==> config.mk <==
export PLATFORM = sky130hd
export DESIGN_NAME = onehot_capture
export DESIGN_NICKNAME = d
export VERILOG_FILES = /design/src/rtl/onehot_capture.sv
export SDC_FILE = /design/constraint.sdc
export NUM_CORES = 1
export LEC_CHECK = 0
export CAP_MARGIN = 10
export CORE_MARGIN = 4
export CORE_UTILIZATION = 60
export DETAILED_ROUTE_END_ITERATION = 8
export DONT_BUFFER_PORTS = 1
export PLACE_DENSITY = 0.76
export RECOVER_POWER = 25
export SETUP_SLACK_MARGIN = 0.4
export SLEW_MARGIN = 15
export SYNTH_ARGS = -nofsm -noshare
export SYNTH_HDL_FRONTEND = slang
export SYNTH_SLANG_ARGS = --single-unit
==> constraint.sdc <==
create_clock -name clk -period 2.74 [get_ports clk]
set_input_delay 0.274 -clock clk [delete_from_list [all_inputs] [get_ports clk]]
set_output_delay 0.274 -clock clk [all_outputs]
set_load 0.005 [all_outputs]
==> src/rtl/onehot_capture.sv <==
// onehot_capture: debounced one-hot request capture with ack handshake; ONEHOT_CAPTURE_PRIORITY_EN resolves multi-bit captures to the lowest set bit instead of raising Err.
module onehot_capture #(
  parameter int DB_CYCLES = 4
) (
  input  logic       clk,
  input  logic       rst,
  input  logic [7:0] Req,
  input  logic       Ack,
  output logic [7:0] Data,
  output logic       Valid,
  output logic       Err
);
  localparam logic [1:0] IDLE = 2'd0, DEBOUNCE = 2'd1, HOLD = 2'd2, WAIT_REL = 2'd3;
  localparam logic [7:0] CNT_MAX = 8'(DB_CYCLES - 1);
  logic [1:0] state_q, state_d;
  logic [7:0] s1_q, s2_q, snap_q, snap_d, cnt_q, cnt_d, data_q, data_d;
  logic       valid_q, valid_d, err_q, err_d, onehot;
  assign onehot = (snap_q & (snap_q - 8'd1)) == 8'd0;
`ifdef ONEHOT_CAPTURE_PRIORITY_EN
  logic [7:0] low_bit;
  assign low_bit = snap_q & (~snap_q + 8'd1);
`endif
  always_comb begin
    state_d = state_q;
    snap_d  = snap_q;
    cnt_d   = cnt_q;
    data_d  = data_q;
    valid_d = valid_q;
    err_d   = 1'b0;
    case (state_q)
      IDLE: if (s2_q != 8'd0) begin
        snap_d  = s2_q;
        cnt_d   = 8'd0;
        state_d = DEBOUNCE;
      end
      DEBOUNCE: if (s2_q == 8'd0) state_d = IDLE;
      else if (s2_q != snap_q) begin
        snap_d = s2_q;
        cnt_d  = 8'd0;
      end else if (cnt_q != CNT_MAX) cnt_d = cnt_q + 8'd1;
      else if (onehot) begin
        data_d  = snap_q;
        valid_d = 1'b1;
        state_d = HOLD;
      end else begin
`ifdef ONEHOT_CAPTURE_PRIORITY_EN
        data_d  = low_bit;
        valid_d = 1'b1;
        state_d = HOLD;
`else
        err_d   = 1'b1;
        state_d = WAIT_REL;
`endif
      end
      HOLD: if (Ack) begin
        data_d  = 8'd0;
        valid_d = 1'b0;
        state_d = WAIT_REL;
      end
      WAIT_REL: if (s2_q == 8'd0) state_d = IDLE;
    endcase
  end
  always_ff @(posedge clk) begin
    if (rst) begin
      state_q <= IDLE;
      s1_q    <= 8'd0;
      s2_q    <= 8'd0;
      snap_q  <= 8'd0;
      cnt_q   <= 8'd0;
      data_q  <= 8'd0;
      valid_q <= 1'b0;
      err_q   <= 1'b0;
    end else begin
      state_q <= state_d;
      s1_q    <= Req;
      s2_q    <= s1_q;
      snap_q  <= snap_d;
      cnt_q   <= cnt_d;
      data_q  <= data_d;
      valid_q <= valid_d;
      err_q   <= err_d;
    end
  end
  assign Data  = data_q;
  assign Valid = valid_q;
  assign Err   = err_q;
endmodule

Word-level counts from Yosys, hierarchy flattened

Index checks and enable logic that the tools add are counted.

Logic and storage cells: 69
Input port bits: 11
Register bits: 44
Output and inout port bits: 10

Mux-type cells: 30
$add $sub $neg: 2
Reduce and logical (&&, ||, !) cells: 11
Bitwise operators: 2
Equality and inequality tests: 16

Operator list:

| cell                | number |
|---|---|
| $mux 8              | 12 |
| $pmux 8 s2          | 3 |
| $logic_not 8->1     | 2 |
| $ne 2x2->1 const B  | 8 |
| $mux 2              | 6 |
| $ne 3x3->1 const B  | 3 |
| $add 8x1->8 const B | 1 |
| $and 8x8->8         | 1 |
| $ne 8x2->1 const B  | 1 |
| $ne 8x8->1          | 1 |
| $pmux 2 s4          | 1 |
| $reduce_and 4->1    | 2 |
| $reduce_bool 8->1   | 1 |
| $sub 8x1->8 const B | 1 |
| $mux 1              | 7 |
| $reduce_and 6->1    | 1 |
| $reduce_and 5->1    | 1 |
| $reduce_or 5->1     | 1 |
| $eq 2x2->1 const B  | 2 |
| $reduce_bool 2->1   | 2 |
| $eq 2x1->1 const B  | 1 |
| $logic_not 2->1     | 1 |
| $pmux 1 s2          | 1 |
| $not 1->1           | 1 |

Longest topological paths before layout

Gate-level depths: netlist (run 1).

Word-level depth: 8
Depth in mapped cells: 7
Depth with buffers taken out: 6

Least setup slack after synthesis (run 1)

Ideal clock, no wire load.

Path kind: register to register
Start point: register snap_q[2]
End point: register cnt_q[7]
Cell stages (with the launch flop): 7
Required time: 2,666 ps
Setup time: 74 ps
Setup slack: 705 ps
Data arrival time: 1,961 ps
Buffers on the path: 1
Period minus slack after synthesis: 2,035 ps
Path through: dfxtp_1 > buf_6 > xor2_1 > or4_4 > nor4_4 > or3b_1 > a31oi_1

Longest elaborated chain between the ends: 4
Elaborated cells between the ends (all ways): 6
Classes of those cells: eq/ne: 2; mux: 3; reduce/logical: 1

RTL lines:

| element                | RTL line | RTL |
|---|---|---|
| from (decl)            | 16       | `logic [7:0] s1_q, s2_q, snap_q, snap_d, cnt_q, cnt_d, data_q, data_d;` |
| from (signal assigned) | 77       | `snap_q <= snap_d;` |
| $ne 8x8->1 (*)         | 37       | `else if (s2_q != snap_q) begin` |
| $mux 8                 | 37       |  |
| $mux 8                 | 36       | `DEBOUNCE: if (s2_q == 8'd0) state_d = IDLE;` |
| $pmux 8 s2             | 30       | `case (state_q)` |
| to (signal assigned)   | 78       | `cnt_q <= cnt_d;` |
| to (decl)              | 16       |  |

Every way passes the cells marked *; elsewhere a longest branch is shown, timed or not. The select of a mux whose other input is x is not followed.
A chain may end at the register's enable or synchronous reset.

Worst setup path in the final report (run 1)

Start point: register snap_q[2]
End point: register cnt_q[1]

Same word-level chain as after synthesis.

==> results_dict.tcl, run 1 <==
set metrics [dict create \
    drv_cap 0 \
    die_y_um 64.6 \
    synthArstFlopShare 0 \
    first_pass_iters 4 \
    slowest_stage "or4_1" \
    insertion_delay_ns 0.36 \
    hp-class "primary input to flop" \
    io-pin-count 21 \
    cts.htree.levels 2 \
    final_net_count 222 \
    setup.worst_path.start_class "flop" \
    critPathMaxStageDelay_ns 0.60 \
    vias 1483 \
    first_iter_violations 112 \
    drive_above_1_share 0.118 \
    final_cell_area_um2 2040 \
    cellPowerDensity_nw_per_um2 558 \
    netlist_instances 204 \
    grt_setup_unrepaired "no" \
    cp_top_family "simple AND/OR/NAND/NOR gates" \
    yosysSeqAreaShare 0.458 \
    initial_core_util 0.630 \
    r2r_end "cnt_q[1]" \
    worst_pin_slew_ns 1.41 \
    grtUsageTotal 0.188 \
    period_needed_ns 2.20 \
    wl_per_cell_um 14.6 \
    port_buffers 0 \
    synth.distinct_cells 40 \
    ant_nets 0 \
    hpwl_mm 2.56 \
    switching_share 0.266 \
    fmax_ghz 0.454 \
    synthToLayoutAreaGrowth_pct 6.12 \
    placed_area_um2 1950 \
    synth-edff-count 0 \
    fin_tns_setup_ns 0 \
    peakVddDrop_v 0.000330 \
    dieArea_um2 4180 \
    rrSetupSlack_ns 0.54 \
    vias_per_cell 5.82 \
    clkSinkCount 44 \
    slew-limit-headroom 0.0583 \
    end_kind "flop" \
    cts_buffers 5 \
    antenna_found_initial 0 \
    synth_area_per_cell_um2 9.43 \
    syn_nets 216 \
    crit_cells 5 \
    clockRootBuffer "clkbuf_4" \
    cellInternalPower_uw 836 \
    cp_max_fo 7 \
    final_common_cell "dfxtp_1" \
    drc 0 \
    cts.reportedPaths.clkPinSlew_ns 0.12 \
    crit_end "cnt_q[1]" \
    slew_violations 0 \
    routabilityCongestion 0.824 \
    reg2reg_from "snap_q[2]" \
    clockBufferDepth 2 \
    critPathArrivalTime_ns 2.47 \
    final_cell_mix "44 x dfxtp_1, 28 x nand2_1, 17 x nor2_1, 17 x nor2b_1, 16 x mux2i_1" \
    required_ns 3.00 \
    dieWidth_um 64.6 \
    p_sw_uw 302 \
    grt.overflow.total 0 \
    synth_seq_cells 44 \
    seqPwrFrac 0.593 \
    wl_mm 3.73 \
    power.share.clock 0.290 \
    synth.yosys.warnings 0 \
    worstSetupPathType "flop to flop" \
    synth_flop_cell "dfxtp_1" \
    hold_viol 0 \
    worstPathCellList "xor2_1 -> or4_1 -> nor4_1 -> o21ai_0 -> a21oi_1" \
    p_leak_uw 0.000746 \
    grt_max_degree 35 \
    comb_power_share 0.118 \
    rows 20 \
    diodes 0 \
    fin_crit_sh 0.805 \
    synth_area_um2 1920 \
    skew_ns 0.00598 \
    grt_pass1_wl_mm 6.22 \
    startpoint "snap_q[2]" \
    r2r_cells 5 \
    setup_viol 0 \
    cts_tree "done" \
    status "finished, final reports clean" \
    grt_pass1_vias 1349 \
    critical_path_buf_inv_count 0 \
    core-area_um2 3050 \
]
[through the flow]
step | cells | setup WS (ns) | hold slack (ns) | total power, uW | utilization
final | 255 | 0.535 | 0.0400 | 1140 | 0.668
after global routing | 255 | 0.386 | 0.0202 | 1190 | 0.668
after CTS | 253 | 0.525 | 0.0238 | 1150 | 0.664
after detailed placement | 244 | 0.542 | 0.351 | 810 | 0.639
after global placement | 244 | 0.608 | 0.350 | 805 | 0.639
after floorplan | 204 | 0.705 | 0.402 | 794 | -
[layout make-up]
type	instances	area [um2]
inverter	2	7.51
timing repair buffer	6	41.3
multi-input combinational	151	990
sequential	44	881
tap	44	55.1
fill	250	1010
clock inverter	2	15.0
clock buffer	6	51.3
[state kept, by name, indices dropped and copies added (netlist names), named ones only]
| signal | flops |
|---|---|
| state_q | 1 |
| Valid | 1 |
| Data | 8 |
| cnt_q | 8 |
| s1_q | 8 |
| s2_q | 8 |
| Err | 1 |
| snap_q | 8 |
[worst register-to-register path: cells and delay by family (launching register included)]
family	cells	cell delay (ns)
AO/OA/AOI/OAI	2	0.33
XOR/XNOR	1	0.15
flip-flops	1	0.47
AND/OR/NAND/NOR	2	1.16
[logic make-up (layout without fill, tap and decap cells)]
family	after synthesis	after routing	share of synthesized area
simple gates	100	100	0.281
flops	44	44	0.458
compound gates	25	25	0.0852
mux	17	17	0.0891
buf+inv	9	16	0.0338
xor+xnor	8	8	0.0462
fa+ha+maj	1	1	0.00651
[power by group through the flow]
stage / clock (uW) / combinational [uW] / sequential [uW]
after floorplan: 0 / 111 / 683
after global placement: 0 / 117 / 688
after detailed placement: 0 / 121 / 689
after CTS: 342 / 129 / 674
after global routing: 369 / 146 / 678
final: 329 / 134 / 674
[cell usage after synthesis, types with 4 or more instances]
cell type | instances | area share
buf_6 | 4 | 0.023
xor2_1 | 7 | 0.032
a21oi_1 | 6 | 0.016
a31oi_1 | 4 | 0.013
dfxtp_1 | 44 | 0.46
nor2b_1 | 17 | 0.055
mux2i_1 | 16 | 0.083
nor4_1 | 6 | 0.020
nand2_1 | 28 | 0.055
nand3_1 | 9 | 0.023
or2_2 | 4 | 0.013
nor2_1 | 17 | 0.033
or4_1 | 4 | 0.016
[routing by layer]
metal	vias to the layer above	track usage	routed length, um
li1	733	-	-
met1	683	0.236	1600
met2	59	0.303	1780
met3	8	0.0555	305
met4	0	0.0712	48
met5	-	0	0
[worst min-delay path by stage]
stage / start / endpoint / slack, ns / cells after the start
after floorplan: Req[6] / s1_q[6] / 0.40 / 1
after global placement: rst / cnt_q[0] / 0.35 / 1
after detailed placement: rst / cnt_q[0] / 0.35 / 1
after CTS: Req[6] / s1_q[6] / 0.02 / 1
after global routing: Req[4] / s1_q[4] / 0.02 / 1
final: Req[4] / s1_q[4] / 0.04 / 1
[what timing repair did]
action | 4_1_cts | 5_1_grt
hold buffers | 1 | 0
setup buffers | 0 | 2
gates resized for setup | 0 | 1
hold endpoints to repair | 34 | 0
setup endpoints to repair | 0 | 1
No activity file was read; power rests on OpenSTA's default activity.
==> inputs of run 2 (changes only) <==
--- a/config.mk
+++ b/config.mk
@@ -7,10 +7,10 @@
 export LEC_CHECK = 0
 export CAP_MARGIN = 10
 export CORE_MARGIN = 4
-export CORE_UTILIZATION = 60
+export CORE_UTILIZATION = 55
 export DETAILED_ROUTE_END_ITERATION = 8
 export DONT_BUFFER_PORTS = 1
-export PLACE_DENSITY = 0.76
+export PLACE_DENSITY = 0.73
 export RECOVER_POWER = 25
 export SETUP_SLACK_MARGIN = 0.4
 export SLEW_MARGIN = 15
==> constraint.sdc (replaced) <==
create_clock -name clk -period 1.8 [get_ports clk]
set_input_delay 0.18 -clock clk [delete_from_list [all_inputs] [get_ports clk]]
set_output_delay 0.18 -clock clk [all_outputs]
set_load 0.005 [all_outputs]
==> run 2 against run 1 <==
  * The run now ends with negative setup slack left
  * Routed wire length up 19%
  * Flip-flop and latch count unchanged
  * Final area up 23%
  * Core utilization grew 8.0 points
  * Register-to-register slack got worse by 0.67 ns
  * Critical path type unchanged
  * Critical endpoint is now cnt_q[7]
  * Largest cell class unchanged
==> results_dict.tcl, run 2 (synthesis results as in run 1) <==
set metrics [dict create \
    grt.overflow.total 0 \
    die_y_um 67.1 \
    grt_pass1_vias 1519 \
    routabilityCongestion 0.873 \
    core-area_um2 3360 \
    final_cell_mix "32 x dfxtp_1, 29 x buf_4, 28 x nand2_1, 17 x nor2b_1, 16 x mux2i_1" \
    worstSetupPathType "flop to flop" \
    utilization 0.749 \
    synthToLayoutAreaGrowth_pct 31.0 \
    hp-start "rst" \
    fin_tns_setup_ns -1.09 \
    wl_per_cell_um 15.1 \
    hp-class "primary input to flop" \
    fmax_ghz 0.518 \
    violations "negative setup slack" \
    insertion_delay_ns 0.37 \
    first_pass_iters 4 \
    cts.htree.levels 2 \
    hold_viol 0 \
    seq_area_um2 901 \
    cts_tree "done" \
    grt_pass1_wl_mm 7.46 \
    drv_cap 0 \
    cts_buffers 5 \
    vias 1679 \
    vias_per_cell 5.69 \
    rows 21 \
    wl_mm 4.45 \
    initial_core_util 0.572 \
    grt_max_degree 36 \
    end_kind "flop" \
    worst_pin_slew_ns 0.620 \
    slew-limit-headroom 0.587 \
    first_iter_violations 131 \
    ant_nets 0 \
    p_leak_uw 0.000960 \
    final_net_count 260 \
    setup_viol 27 \
    dieWidth_um 67.1 \
    nFillCells 245 \
    drc 0 \
    clkSinkCount 44 \
    multi_input_area_um2 1100 \
    grtUsageTotal 0.220 \
    clockBufferDepth 2 \
    cp_max_fo 3 \
    skew_ns 0.0117 \
    hpwl_mm 2.89 \
    cellPowerDensity_nw_per_um2 743 \
    dieArea_um2 4510 \
    placed_area_um2 2190 \
    grt_setup_unrepaired "yes" \
    slew_violations 0 \
    reg2reg_from "snap_q[5]" \
    critPathArrivalTime_ns 2.23 \
    fin_crit_sh 1.07 \
    final_cell_area_um2 2520 \
    diodes 0 \
    required_ns 2.10 \
    period_needed_ns 1.93 \
    cts.reportedPaths.clkPinSlew_ns 0.14 \
    startpoint "snap_q[5]" \
    final_common_cell "dfxtp_1" \
    peakVddDrop_v 0.000552 \
    hold_slack_ns 0.0202 \
    status "finished, violations left" \
    setup_slack_ns -0.131 \
    setup.worst_path.start_class "flop" \
    io-pin-count 21 \
    antenna_found_initial 0 \
    drive_above_1_share 0.321 \
    port_buffers 0 \
    clockRootBuffer "clkbuf_4" \
]
[run 2: critical path: stages, from the launching register on]
cell	delay, ns
dfxtp_2	0.36
xor2_1	0.20
or4_4	0.53
nor4_4	0.27
or3b_1	0.37
a31oi_1	0.13
[run 2: layout make-up]
class | instances | share of cell area
clock buffer | 5 | 0.0149
timing repair buffer | 44 | 0.156
clock inverter | 3 | 0.00944
inverter | 2 | 0.00298
sequential | 44 | 0.358
multi-input combinational | 151 | 0.436
tap | 46 | 0.0229
[run 2: through the flow]
stage	std cells	setup slack (ns)	power, uW
after floorplan	204	-0.113	1220
after global placement	272	-0.123	1300
after detailed placement	272	-0.187	1310
after CTS	292	-0.161	1850
after global routing	295	-0.233	1950
final	295	-0.131	1870
[run 2: repair_timing]
action,4_1_cts,5_1_grt
hold buffers,10,0
hold endpoints to repair,35,0
pin swaps,6,14
endpoints found under the setup margin,28,28
resized for setup,9,20
setup buffers,2,3
[run 2: power by group]
group / internal [uW] / switching (uW)
Combinational: 179 / 171
Clock: 154 / 344
Sequential: 1000 / 22.9
Total: 1330 / 537
[run 2: routing by layer]
layer | global-route usage | vias to the layer above | share of wire
li1 | - | 806 | -
met1 | 0.276 | 788 | 0.42
met2 | 0.353 | 68 | 0.48
met3 | 0.0599 | 17 | 0.069
met4 | 0.0962 | 0 | 0.033
met5 | 0 | - | 0
[run 2: final timing paths]
path / endpoint / cells past startpoint / slack (ns)
hold reg to reg: s2_q[5] / 1 / 0.45
setup / recovery: cnt_q[7] / 5 / -0.13
hold / removal: cnt_q[3] / 3 / 0.02
setup reg to reg: cnt_q[7] / 5 / -0.13
==> inputs of run 3 (changes only) <==
--- a/config.mk
+++ b/config.mk
@@ -7,10 +7,9 @@
 export LEC_CHECK = 0
 export CAP_MARGIN = 10
 export CORE_MARGIN = 4
-export CORE_UTILIZATION = 55
+export CORE_UTILIZATION = 45
 export DETAILED_ROUTE_END_ITERATION = 8
 export DONT_BUFFER_PORTS = 1
-export PLACE_DENSITY = 0.73
 export RECOVER_POWER = 25
 export SETUP_SLACK_MARGIN = 0.4
 export SLEW_MARGIN = 15
==> run 3 against run 2 <==
  * The run ends with max-capacitance violations, max-slew violations, negative setup slack left
  * Worst hold slack got worse by 0.0082 ns
  * Total power is 11% higher
  * Worst setup slack got worse by 0.047 ns
  * Highest routed layer unchanged
  * Largest power group unchanged
  * Final area about the same
  * Sequential power about the same
==> results_dict.tcl, run 3 (synthesis results as in run 1) <==
set metrics [dict create \
    seqPwrFrac 0.495 \
    final_cell_mix "35 x dfxtp_1, 28 x buf_4, 27 x nand2_1, 17 x nor2b_1" \
    drive_above_1_share 0.343 \
    setup_slack_ns -0.178 \
    dieWidth_um 73.4 \
    startpoint "snap_q[7]" \
    hp-start "Req[4]" \
    cp_max_fo 3 \
    clockRootBuffer "clkbuf_8" \
    grt_max_degree 35 \
    critPathArrivalTime_ns 2.18 \
    p_sw_uw 533 \
    switching_share 0.258 \
    grt_setup_unrepaired "yes" \
    rows 23 \
    peakVddDrop_v 0.000438 \
    wl_mm 4.13 \
    fin_crit_sh 1.10 \
    comb_power_share 0.163 \
    hpwl_mm 2.87 \
    required_ns 2.01 \
    drv_cap 1 \
    worst_pin_slew_ns 1.54 \
    final_common_cell "dfxtp_1" \
    whs_path_depth 1 \
    final_cell_area_um2 2520 \
    drc 0 \
    die_y_um 73.4 \
    clkSinkCount 44 \
    reg2reg_from "snap_q[7]" \
    nFillCells 331 \
    cellPowerDensity_nw_per_um2 822 \
    period_needed_ns 1.98 \
    power.share.clock 0.342 \
    status "finished, violations left" \
    r2r_end "cnt_q[7]" \
    vias_per_cell 5.39 \
    cts_tree "done" \
    r2r_cells 5 \
    vias 1574 \
    core-area_um2 4060 \
    insertion_delay_ns 0.29 \
    cts.reportedPaths.clkPinSlew_ns 0.08 \
    setup_viol 28 \
    port_buffers 0 \
    diodes 0 \
    holdPathEnd "s1_q[4]" \
    slowest_stage "or4_4" \
    violations "max-capacitance violations, max-slew violations, negative setup slack" \
    io-pin-count 21 \
    grt_pass1_wl_mm 7.20 \
    final_net_count 253 \
    rrSetupSlack_ns -0.18 \
    dieArea_um2 5380 \
    antenna_found_initial 0 \
    placed_area_um2 2200 \
    first_pass_iters 4 \
    slew_violations 35 \
    p_leak_uw 0.000959 \
    grtUsageTotal 0.169 \
    utilization 0.620 \
    grt.overflow.total 0 \
    setup.worst_path.start_class "flop" \
    cellInternalPower_uw 1540 \
    cts_buffers 5 \
    end_kind "flop" \
    routabilityCongestion 0.849 \
    fmax_ghz 0.506 \
    hp-class "primary input to flop" \
    clockBufferDepth 2 \
    cts.htree.levels 2 \
    critPathMaxStageDelay_ns 0.57 \
    slew-limit-headroom -0.0277 \
    ant_nets 0 \
    skew_ns 0.00304 \
    synthToLayoutAreaGrowth_pct 30.8 \
    initial_core_util 0.474 \
    first_iter_violations 106 \
    wl_per_cell_um 14.1 \
    grt_pass1_vias 1553 \
    hold_viol 0 \
    worstSetupPathType "flop to flop" \
    worstPathCellList "xor2_2 -> or4_4 -> nor4_4 -> or3b_1 -> a31oi_1" \
]
run 3: changes by cell type in the layout (fill, tap and decap cells not counted), moves of 2 or more:
cell           previous run  this run
dlygate4sd3_1             9         1
clkbuf_4                  5         0
clkbuf_8                  0         5
dfxtp_2                  10         5
xor2_1                    7         3
dfxtp_1                  32        35
xor2_2                    0         3
buf_6                     4         6
dfxtp_4                   2         4
nand3_1                   8         6
nand3_2                   1         3
o21ai_0                   3         1
o21ai_1                   1         3
run 3: metal layers:
metal,vias to the layer above,wire length [um],global-route usage,part of all wire
met5,-,0,0,0
met4,0,47,0.0483,0.011
met3,7,245,0.0438,0.059
met2,45,1970,0.275,0.48
met1,736,1860,0.220,0.45
li1,786,-,-,-
run 3: worst max-delay path by stage:
stage | slack, ns | depth (start not counted) | to
2_1_floorplan | -0.11 | 7 | Valid
3_5_place_dp | -0.16 | 5 | cnt_q[7]
3_3_place_gp | -0.12 | 7 | Data[2]
4_1_cts | -0.17 | 5 | cnt_q[7]
5_1_grt | -0.33 | 7 | Data[0]
6_report | -0.18 | 5 | cnt_q[7]
run 3: worst max-delay path: cells and delay by family, from the launching register on:
kind            cells  cell delay, ns
simple gates        3            1.25
xor+xnor            1            0.17
flops               1            0.35
compound gates      1            0.13
run 3: power groups by stage:
stage	Sequential, uW	Clock [uW]	Combinational (uW)
3_5_place_dp	1040	0	266
4_1_cts	1020	737	315
3_3_place_gp	1040	0	264
6_report	1020	707	338
5_1_grt	1030	780	366
2_1_floorplan	1040	0	178
run 3: metrics by stage:
step / setup slack (ns) / TNS [ns] / power (uW) / hold WS [ns] / instances
floorplan: -0.113 / -0.991 / 1220 / 0.308 / 204
global placement: -0.125 / -2.22 / 1310 / 0.252 / 276
detailed placement: -0.160 / -2.41 / 1310 / 0.255 / 276
CTS: -0.171 / -2.32 / 2070 / 0.00212 / 288
global route: -0.330 / -5.49 / 2170 / -0.00245 / 292
finish: -0.178 / -1.86 / 2070 / 0.0119 / 292
run 3: area by class of cell:
type                       count  area, um2  area share
clock buffer                   6       93.8      0.0373
clock inverter                 2       16.3     0.00646
tap                           50       62.6      0.0249
inverter                       2       7.51     0.00298
multi-input combinational    151       1120       0.446
timing repair buffer          37        312       0.124
sequential                    44        902       0.359
run 3: timing repair:
action,CTS,global route
hold buffers,1,1
setup buffers,3,3
endpoints found under the setup margin,28,28
resized for setup,13,24
pin swaps,6,19
endpoints found under the hold margin,34,1
